==> src/rtl/serial_adder_pkg.sv <==
// serial_adder_pkg: FSM state encoding and counter sizing shared by the serial adder
package serial_adder_pkg;
  typedef enum logic [1:0] {
    IDLE = 2'b00,
    BUSY = 2'b01,
    DONE = 2'b10
  } state_t;
  function automatic int cnt_w(input int nchunk);
    return (nchunk > 1) ? $clog2(nchunk) : 1;
  endfunction
endpackage

==> src/rtl/serial_adder_chunk_adder.sv <==
// chunk_adder: combinational CHUNK-bit ripple adder of single-bit full-adder cells
// ports: a, b (CHUNK) addends; cin carry in; sum (CHUNK) result; cout carry out of MSB
module chunk_adder #(
  parameter int CHUNK = 4
) (
  input  logic [CHUNK-1:0] a,
  input  logic [CHUNK-1:0] b,
  input  logic             cin,
  output logic [CHUNK-1:0] sum,
  output logic             cout
);
  logic [CHUNK:0] c;
  assign c[0] = cin;
  for (genvar i = 0; i < CHUNK; i++) begin : g_fa
    assign sum[i]   = a[i] ^ b[i] ^ c[i];
    assign c[i+1]   = (a[i] & b[i]) | (c[i] & (a[i] ^ b[i]));
  end
  assign cout = c[CHUNK];
endmodule

==> src/rtl/serial_adder.sv <==
// serial_adder: multi-cycle add/sub, CHUNK bits per clock LSB first, valid/ready on both sides
// ports: clk, rst_n (async active-low); in_valid/in_ready, a, b, cin, sub accepted in IDLE;
// out_valid/out_ready handshake the result sum, cout (raw carry, 1 = no borrow on sub), ovf (signed overflow)
module serial_adder
  import serial_adder_pkg::*;
#(
  parameter int WIDTH = 16,
  parameter int CHUNK = 4
) (
  input  logic             clk,
  input  logic             rst_n,
  input  logic             in_valid,
  output logic             in_ready,
  input  logic [WIDTH-1:0] a,
  input  logic [WIDTH-1:0] b,
  input  logic             cin,
  input  logic             sub,
  output logic             out_valid,
  input  logic             out_ready,
  output logic [WIDTH-1:0] sum,
  output logic             cout,
  output logic             ovf
);
  localparam int NCHUNK = WIDTH / CHUNK;
  localparam int CW = cnt_w(NCHUNK);
  state_t           state;
  logic [CW-1:0]    cnt;
  logic [WIDTH-1:0] a_q, b_q, acc, acc_nxt;
  logic             c_q;
  logic [CHUNK-1:0] ch_a, ch_b, ch_sum;
  logic             ch_cout;
  logic             last;
  assign ch_a = a_q[cnt*CHUNK +: CHUNK];
  assign ch_b = b_q[cnt*CHUNK +: CHUNK];
  assign last = cnt == CW'(NCHUNK - 1);
  chunk_adder #(.CHUNK(CHUNK)) u_chunk (
    .a   (ch_a),
    .b   (ch_b),
    .cin (c_q),
    .sum (ch_sum),
    .cout(ch_cout)
  );
  // accumulator with the current chunk merged in; the final result is taken from here
  always_comb begin
    acc_nxt = acc;
    acc_nxt[cnt*CHUNK +: CHUNK] = ch_sum;
  end
  always_ff @(posedge clk or negedge rst_n) begin
    if (!rst_n) begin
      state     <= IDLE;
      cnt       <= '0;
      a_q       <= '0;
      b_q       <= '0;
      c_q       <= 1'b0;
      acc       <= '0;
      in_ready  <= 1'b0;
      out_valid <= 1'b0;
      sum       <= '0;
      cout      <= 1'b0;
      ovf       <= 1'b0;
    end else begin
      case (state)
        IDLE: begin
          in_ready <= 1'b1;
          if (in_valid && in_ready) begin
            a_q      <= a;
            b_q      <= sub ? ~b : b;
            c_q      <= sub ? ~cin : cin;
            cnt      <= '0;
            in_ready <= 1'b0;
            state    <= BUSY;
          end
        end
        BUSY: begin
          acc <= acc_nxt;
          c_q <= ch_cout;
          cnt <= cnt + 1'b1;
          if (last) begin
            sum       <= acc_nxt;
            cout      <= ch_cout;
            ovf       <= (a_q[WIDTH-1] == b_q[WIDTH-1]) && (acc_nxt[WIDTH-1] != a_q[WIDTH-1]);
            out_valid <= 1'b1;
            state     <= DONE;
          end
        end
        DONE: begin
          if (out_ready) begin
            out_valid <= 1'b0;
            in_ready  <= 1'b1;
            state     <= IDLE;
          end
        end
        default: state <= IDLE;
      endcase
    end
  end
endmodule

==> config.mk <==
export PLATFORM = sky130hd
export DESIGN_NAME = serial_adder
export DESIGN_NICKNAME = d
export VERILOG_FILES = /design/src/rtl/serial_adder_pkg.sv /design/src/rtl/serial_adder_chunk_adder.sv /design/src/rtl/serial_adder.sv
export SDC_FILE = /design/constraint.sdc
export NUM_CORES = 1
export LEC_CHECK = 0
export ABC_CLOCK_PERIOD_IN_PS = 7400
export BUFFER_PORTS_ARGS = -buffer_cell sky130_fd_sc_hd__clkbuf_2
export CORE_UTILIZATION = 60
export CTS_CLUSTER_SIZE = 14
export DETAILED_ROUTE_END_ITERATION = 8
export GPL_ROUTABILITY_DRIVEN = 1
export PLACE_DENSITY = 0.84
export RECOVER_POWER = 25
export SLEW_MARGIN = 20
export SYNTH_ARGS = -nofsm -noshare
export SYNTH_HDL_FRONTEND = slang
export SYNTH_SLANG_ARGS = --single-unit
==> constraint.sdc <==
create_clock -name clk -period 7.4 [get_ports clk]
set_input_delay 0.74 -clock clk [delete_from_list [all_inputs] [get_ports clk]]
set_output_delay 0.74 -clock clk [all_outputs]
set_load 0.05 [all_outputs]
# Word-level counts from Yosys, hierarchy flattened
# Index checks and enable logic that the tools add are counted.
# totals
elab_cells,76
ff_bits,73
out_inout_bits,20
# op_classes
n_shift,4
eq_ne,8
reduce_logical,12
bitwise,22
muxes,17
addsub,2
# op_table
op,count
$neg 4->34,1
$shift 4x34->16 const A,1
$shiftx 4x34->16,1
$shiftx 16x5->4,2
$bwmux 16,1
$mux 16,1
$not 16->16,1
$and 1x1->1,8
$mux 2,4
$reduce_and 2->1,4
$xor 1x1->1,8
$mux 1,6
$ne 2x2->1 const B,3
$pmux 1 s2,3
$pmux 2 s3,1
$reduce_and 3->1,2
$reduce_bool 2->1,3
$eq 2x2->1 const B,2
$or 1x1->1,4
$pmux 2 s2,1
$add 2x1->2 const B,1
$eq 2x1->1 const B,1
$logic_and 1x1->1,2
$logic_not 2->1,1
3 further kinds,3

# Depth between registers and ports, before layout
# Gate-level depths: netlist of the first run.
# depth
ltp_word,13
mapped_depth,14
mapped_depth_nobuf,12

# Cells and area by module
# From an unflattened synthesis of the first run, not the netlist that was laid out.
# unflattened
hier_cells,346
area_unflattened_um2,3555.9
# modules_own_cells
module,area_per_inst_um2,cells_per_inst,instances,seq_area_each_um2
serial_adder,3438.3,332,1,1826.8
chunk_adder,117.6,14,1,0.0

# Worst setup path after synthesis of the first run
# OpenSTA, ideal clock, no wires.
# synth_timing
path_type,register to register
startpoint,register cnt[0]
endpoint,register ovf
setup_slack_ns,4.172
path_buffers,2
path_stages_with_launch,14
arrival_ns,3.097
required_ns,7.269
synth_period_minus_slack_ns,3.228
cell_sequence,dfrtp_1 buf_4 mux4_2 inv_1 fa_1 inv_1 fa_1 inv_1 fa_1 inv_1 fa_1 buf_2 a2111oi_2 or3_1
# synth_between
elab_chain_cells,13
elab_cells_between_ends,27
classes_between,add/sub (1); eq/ne (2); shift (4); mux (1); bitwise (17); reduce/logical (2)
# synth_rtl
item,line_no,source
"start, declared",serial_adder.sv:27,logic [CW-1:0] cnt;
"start signal, assigned",serial_adder.sv:77,cnt <= cnt + 1'b1;
$shiftx 16x5->4 (on tied branches),"serial_adder.sv:33, serial_adder.sv:34",
$xor 1x1->1,"serial_adder_chunk_adder.sv:15, serial_adder_chunk_adder.sv:16",
$and 1x1->1,serial_adder_chunk_adder.sv:16,assign c[i+1] = (a[i] & b[i]) | (c[i] & (a[i] ^ b[i]));
$or 1x1->1,serial_adder_chunk_adder.sv:16,
$and 1x1->1,serial_adder_chunk_adder.sv:16,
$or 1x1->1,serial_adder_chunk_adder.sv:16,
$and 1x1->1,serial_adder_chunk_adder.sv:16,
$or 1x1->1,serial_adder_chunk_adder.sv:16,
$xor 1x1->1,serial_adder_chunk_adder.sv:15,assign sum[i] = a[i] ^ b[i] ^ c[i];
$shiftx 4x34->16,serial_adder.sv:46,acc_nxt[cnt*CHUNK +: CHUNK] = ch_sum;
$bwmux 16,serial_adder.sv:46,
$ne 1x1->1,serial_adder.sv:81,ovf <= (a_q[WIDTH-1] == b_q[WIDTH-1]) && (acc_nxt[WIDTH-1] != a_q[WIDTH-1]);
$logic_and 1x1->1,serial_adder.sv:81,
"end signal, assigned",serial_adder.sv:81,
"end, declared",serial_adder.sv:22,output logic ovf
# Several ways; a longest one is shown, not always the timed one.
# A chain may end at the register's enable or synchronous reset.

==> flow_summary.toml, run 1 <==
[drt]
antenna_left = 0
wl_per_cell_microns = 14.2
dr_total_vias = 2509
viasPerCell = 5.35
drt_drc_violations_left = 0
totalWireLength_mm = 6.66
drtIter0Drc = 124
firstDrtPassIters = 4

[clock_network]
clkSinkCount = 73
clock_latency_ns = 0.35
post_cts_buffers = 0
cts_tree = "yes"
cts_resized = 0
clockBufferDepth = 2
clockRootBuffer = "clkbuf_8"
clkTransAtPathRegs_ns = 0.07
cts-htree-levels = 3
cts_buffers = 9
postCtsHoldBufs = 0

[synthesis]
synthSimpleGateAreaFrac = 0.168
synth_compound_gate_area_share = 0.126
syn_nets = 393
synth_top_family_by_area = "simple AND/OR/NAND/NOR gates"
syn-cell-area_sq_um = 3570
synth-edff-count = 0
yosys-top-cells-area = "dfrtp_1 51%, nand2_1 9.3%, o21ai_0 5.1%"
yosys.area_share.xor_xnor = 0.0417
ys_types = 39
ys_seq_elements = 73
synth-main-ff-cell = "dfrtp_1"
avgSynthCellArea_sq_um = 10.3
async_reset_ff_frac = 1.00
syn-instance-count = 345
yosysWarnings = 0
synth_seq_area_share = 0.512
synth_fa_ha_area_frac = 0.0435
synth_top_area_cell = "dfrtp_1"
yosysTopAreaCellShare = 0.512
muxShareOfSynthArea = 0.0579

[final_layout]
layout_common_cells = "88 x nand2_1, 73 x dfrtp_1, 56 x clkbuf_2, 36 x o21ai_0, 19 x a21oi_1"
fillers = 419
fin_nets = 440
multiInputGateArea_sq_um = 1560
area_growth_pct = 12.9
seq_area_sq_um = 1830
antenna_cells = 0
final_core_util = 0.718
drive_gt1_frac = 0.222
layout_commonest_cell = "nand2_1"

[floorplanning]
core.rowCount = 27
die_h_microns = 79.1
die_x_microns = 79.1
dieArea_sq_um = 6260
ios = 58
coreArea_sq_um = 5610
start_util = 0.636

[power]
combPwrFrac = 0.501
netSwitchingPower_uw = 950
p_leak_nw = 1.99
p_seq_frac = 0.348
clockPowerShare = 0.152
p_int_mw = 1.09
vdd_drop_max_uv = 288
powerDensity_nw_per_um2 = 507
netSwitchingFraction = 0.465

[worst_setup_path]
reg2reg_from = "cnt[0]$_DFFE_PN0P_"
worstPathRequired_ns = 7.00
crit_buf_inv = 2
cp_max_fo = 73
critPathMaxStageDelay_ns = 2.62
path_cells = "buf_2 -> clkbuf_1"
startpoint = "rst_n"
slowest_stage = "clkbuf_1"
path_class = "input pin to asynchronous set/reset pin"
startpoint_type = "input pin"
critPathTopFamily = "buffers and inverters"
crit_arrival_ns = 3.48
endpoint_kind = "asynchronous set/reset pin"

[global_route]
grt_max_degree = 74
grt_pass1_wl_mm = 11.1
grt_antenna_before_repair = 0
grt_overflow = 0
grt_pass1_vias = 2392
grtUsageTotal = 0.238

[place]
io_buffer_count = 57
place_hpwl_mm = 4.60
gp_congestion = 0.837

[timing]
slew_headroom = -1.49
timing.fmax_mhz = 258
hold_viol_final = 0
grt_setup_unrepaired = "no"
finalCritPeriodShare = 0.524
min_period_ns = 3.88
worst_pin_slew_ns = 3.74
skew_ns = 0.00965
finalMaxSlewViolations = 74
fin_tns_setup_ns = 0
setup_viol = 0

[run]
cap_violations = 1

[status]
outcome = "finished with violations"
violations = "capacitance limit, slew limit"

[min_path]
hp-class = "flip-flop to flip-flop"
hp-start = "a_q[1]$_DFFE_PN0P_"
==> cell usage after synthesis (all sizes together) (2+ instances only) <==
cell    number
nand2       88
dfrtp       73
o21ai       36
a21oi       19
buf         16
xnor2       16
inv         15
nor2b       14
a22o         8
mux4         8
a32o         7
clkbuf       7
ha           6
nor2         5
fa           4
and2b        3
and4bb       3
mux2         2
nor4bb       2
==> power by group through the flow <==
stage               Combinational, mW  Sequential [mW]  Clock [mW]
floorplan                       0.650            0.834           0
global placement                0.994            0.710           0
detailed placement               1.02            0.719           0
CTS                              1.03            0.711       0.315
global route                     1.13            0.733       0.331
finish                           1.02            0.710       0.309
==> metrics by stage <==
stage                     std cells  power, mW  cell area, sq um  hold slack (ns)  setup slack [ns]
after floorplan                 345       1.48              3570            0.437              4.17
after global placement          453       1.70              3830            0.460              3.82
after detailed placement        453       1.74              3830            0.462              3.72
after CTS                       469       2.05              4030            0.480              3.72
after global routing            469       2.19              4030            0.504              2.73
final                           469       2.04              4030            0.474              3.52
==> flip-flops by register name, summed over array words and instances (netlist names) <==
name,count
a_q,16
acc,16
b_q,16
sum,16
cnt,2
state,2
c_q,1
cout,1
in_ready,1
out_valid,1
ovf,1
==> layout make-up <==
| type | instances | share of cell area |
|---|---|---|
| tap | 72 | 0.0224 |
| timing repair buffer | 59 | 0.0736 |
| inverter | 15 | 0.0140 |
| clock inverter | 6 | 0.0143 |
| clock buffer | 10 | 0.0342 |
| sequential | 73 | 0.453 |
| multi-input combinational | 234 | 0.388 |
==> kinds of logic after synthesis <==
logic type / after synthesis
and+or+nand+nor: 124
AOI/OAI and AO/OA: 73
DFF: 73
buffers and inverters: 38
xor gates and xnor gates: 17
muxes: 10
adders and majority gates: 10
==> worst paths after layout <==
check                           slack (ns)                  end  cells past startpoint
worst max register to register        3.72      ovf$_DFFE_PN0P_                     11
worst min register to register        0.47   a_q[1]$_DFFE_PN0P_                      2
worst max-delay path                  3.52      c_q$_DFFE_PN0P_                      2
max in group clk                      3.72      ovf$_DFFE_PN0P_                     11
min in group asynchronous             1.78  sum[13]$_DFFE_PN0P_                      2
worst min-delay path                  0.47   a_q[1]$_DFFE_PN0P_                      2
==> routing by layer <==
layer  part of all wire  vias up  global-route usage
met5                  0        -                   0
met4              0.019        0               0.109
met3              0.032       12              0.0483
met2               0.49       59               0.397
met1               0.46     1189               0.300
li1                   -     1249                   -
(Power assumes the default switching activity.)
==> run 2, diff against run 1 <==
Settings changed: ABC_CLOCK_PERIOD_IN_PS 7400 to 3700, CORE_UTILIZATION 60 to 56, PLACE_DENSITY 0.84 to 0.79.
Clock period 7.4 ns to 3.7 ns, I/O delays scaled along.
==> flow_summary.toml, run 2 (synthesis gave the netlist of run 1 again) <==
[status]
outcome = "finished with violations"
violations = "capacitance limit, slew limit"

[timing]
timing.fmax_mhz = 294
finalCritPeriodShare = 0.920
slew_headroom = -0.141
finalMaxSlewViolations = 32
worst_pin_slew_ns = 1.71
hold_viol_final = 0
grt_setup_unrepaired = "no"
setup_viol = 0
skew_ns = 0.00640
min_period_ns = 3.40
fin_tns_setup_ns = 0
hold_ws_ns = 0.210

[power]
vdd_drop_max_uv = 536
powerDensity_nw_per_um2 = 1010
p_leak_nw = 2.00

[worst_setup_path]
cp_max_fo = 9
endpoint_kind = "flip-flop"
startpoint_type = "flip-flop"
crit_arrival_ns = 3.63
path_class = "flip-flop to flip-flop"
worstPathRequired_ns = 3.93

[drt]
antenna_left = 0
drtIter0Drc = 122
viasPerCell = 5.34
totalWireLength_mm = 6.92
dr_total_vias = 2536
drt_drc_violations_left = 0
wl_per_cell_microns = 14.6
firstDrtPassIters = 5

[clock_network]
clkSinkCount = 73
post_cts_buffers = 0
cts_buffers = 9
cts-htree-levels = 3
cts_tree = "yes"
clock_latency_ns = 0.35
postCtsHoldBufs = 0
clockBufferDepth = 2
cts_resized = 0
clkTransAtPathRegs_ns = 0.07
clockRootBuffer = "clkbuf_8"

[global_route]
grt_antenna_before_repair = 0
grtUsageTotal = 0.243
grt_max_degree = 51
grt_pass1_vias = 2551
grt_overflow = 0
grt_pass1_wl_mm = 11.9

[floorplanning]
coreArea_sq_um = 6030
die_h_microns = 81.8
start_util = 0.592
core.rowCount = 28
die_x_microns = 81.8
ios = 58
dieArea_sq_um = 6690

[final_layout]
fin_nets = 443
layout_common_cells = "88 x nand2_1, 73 x dfrtp_1, 57 x clkbuf_2, 36 x o21ai_0, 19 x a21oi_1"
seq_area_sq_um = 1830
drive_gt1_frac = 0.220
multiInputGateArea_sq_um = 1560
layout_commonest_cell = "nand2_1"
area_growth_pct = 12.9
antenna_cells = 0
stdcell_count = 475
fillers = 510
final_cell_area_sq_um = 4030

[place]
dp_cells = 459
gp_congestion = 0.786
placed_cell_area_sq_um = 3860
io_buffer_count = 57
place_hpwl_mm = 4.94

[min_path]
hp-class = "input pin to flip-flop"

[run]
cap_violations = 1
## run 2: cell count changes in the layout (fill, tap and decap cells not counted), sizes merged
| cell | delta |
|---|---|
| clkinv | -1 |
| clkinvlp | -1 |
| clkbuf | +4 |
| bufinv | -1 |
| buf | +2 |
## run 2: worst max-delay path: stages, from the launching register on
cell	delay, ns
dfrtp_1	0.58
mux4_2	0.56
inv_1	0.09
fa_1	0.16
inv_1	0.05
fa_1	0.36
inv_1	0.08
fa_1	0.16
inv_1	0.05
fa_1	0.69
a2111oi_2	0.13
or3_1	0.37
## run 2: routing by layer
metal / track usage / part of all wire / routed length (microns) / vias to the layer above
li1: - / - / - / 1261
met5: 0 / 0 / 0 / -
met4: 0.109 / 0.025 / 170 / 0
met3: 0.0500 / 0.044 / 306 / 17
met1: 0.321 / 0.45 / 3150 / 1186
met2: 0.385 / 0.48 / 3300 / 72
## run 2: power by group
part | total, mW | switching, mW | internal, mW
logic | 2.10 | 1.38 | 0.720
clock network | 0.561 | 0.284 | 0.277
registers | 1.39 | 0.237 | 1.15
total | 4.05 | 1.91 | 2.15
## run 2: area by class of cell
| cell class | count | area share |
|---|---|---|
| Sequential cell | 73 | 0.454 |
| Tap cell | 75 | 0.0233 |
| Clock buffer | 13 | 0.0395 |
| Timing Repair Buffer | 62 | 0.0792 |
| Inverter | 15 | 0.0140 |
| Multi-Input combinational cell | 234 | 0.387 |
| Clock inverter | 3 | 0.00373 |
## run 2: through the flow
| step | util | total power [mW] | setup slack (ns) |
|---|---|---|---|
| 6_report | 0.668 | 4.05 | 0.296 |
| 5_1_grt | 0.668 | 4.38 | 0.0924 |
| 4_1_cts | 0.669 | 4.08 | 0.262 |
| 3_5_place_dp | 0.640 | 3.52 | 0.278 |
| 3_3_place_gp | 0.640 | 3.45 | 0.401 |
| 2_1_floorplan | - | 2.97 | 0.472 |
## run 2: path summary, 6_finish.rpt
check / start / endpoint / slack, ns / cells after the start
setup / recovery: cnt[0]$_DFFE_PN0P_ / ovf$_DFFE_PN0P_ / 0.30 / 11
hold / removal: a[5] / a_q[5]$_DFFE_PN0P_ / 0.21 / 3
setup reg to reg: cnt[0]$_DFFE_PN0P_ / ovf$_DFFE_PN0P_ / 0.30 / 11
hold reg to reg: b_q[10]$_DFFE_PN0P_ / b_q[10]$_DFFE_PN0P_ / 0.48 / 2
max in group asynchronous: rst_n / cnt[1]$_DFFE_PN0P_ / 1.43 / 2
min in group asynchronous: rst_n / out_valid$_DFFE_PN0P_ / 0.46 / 1
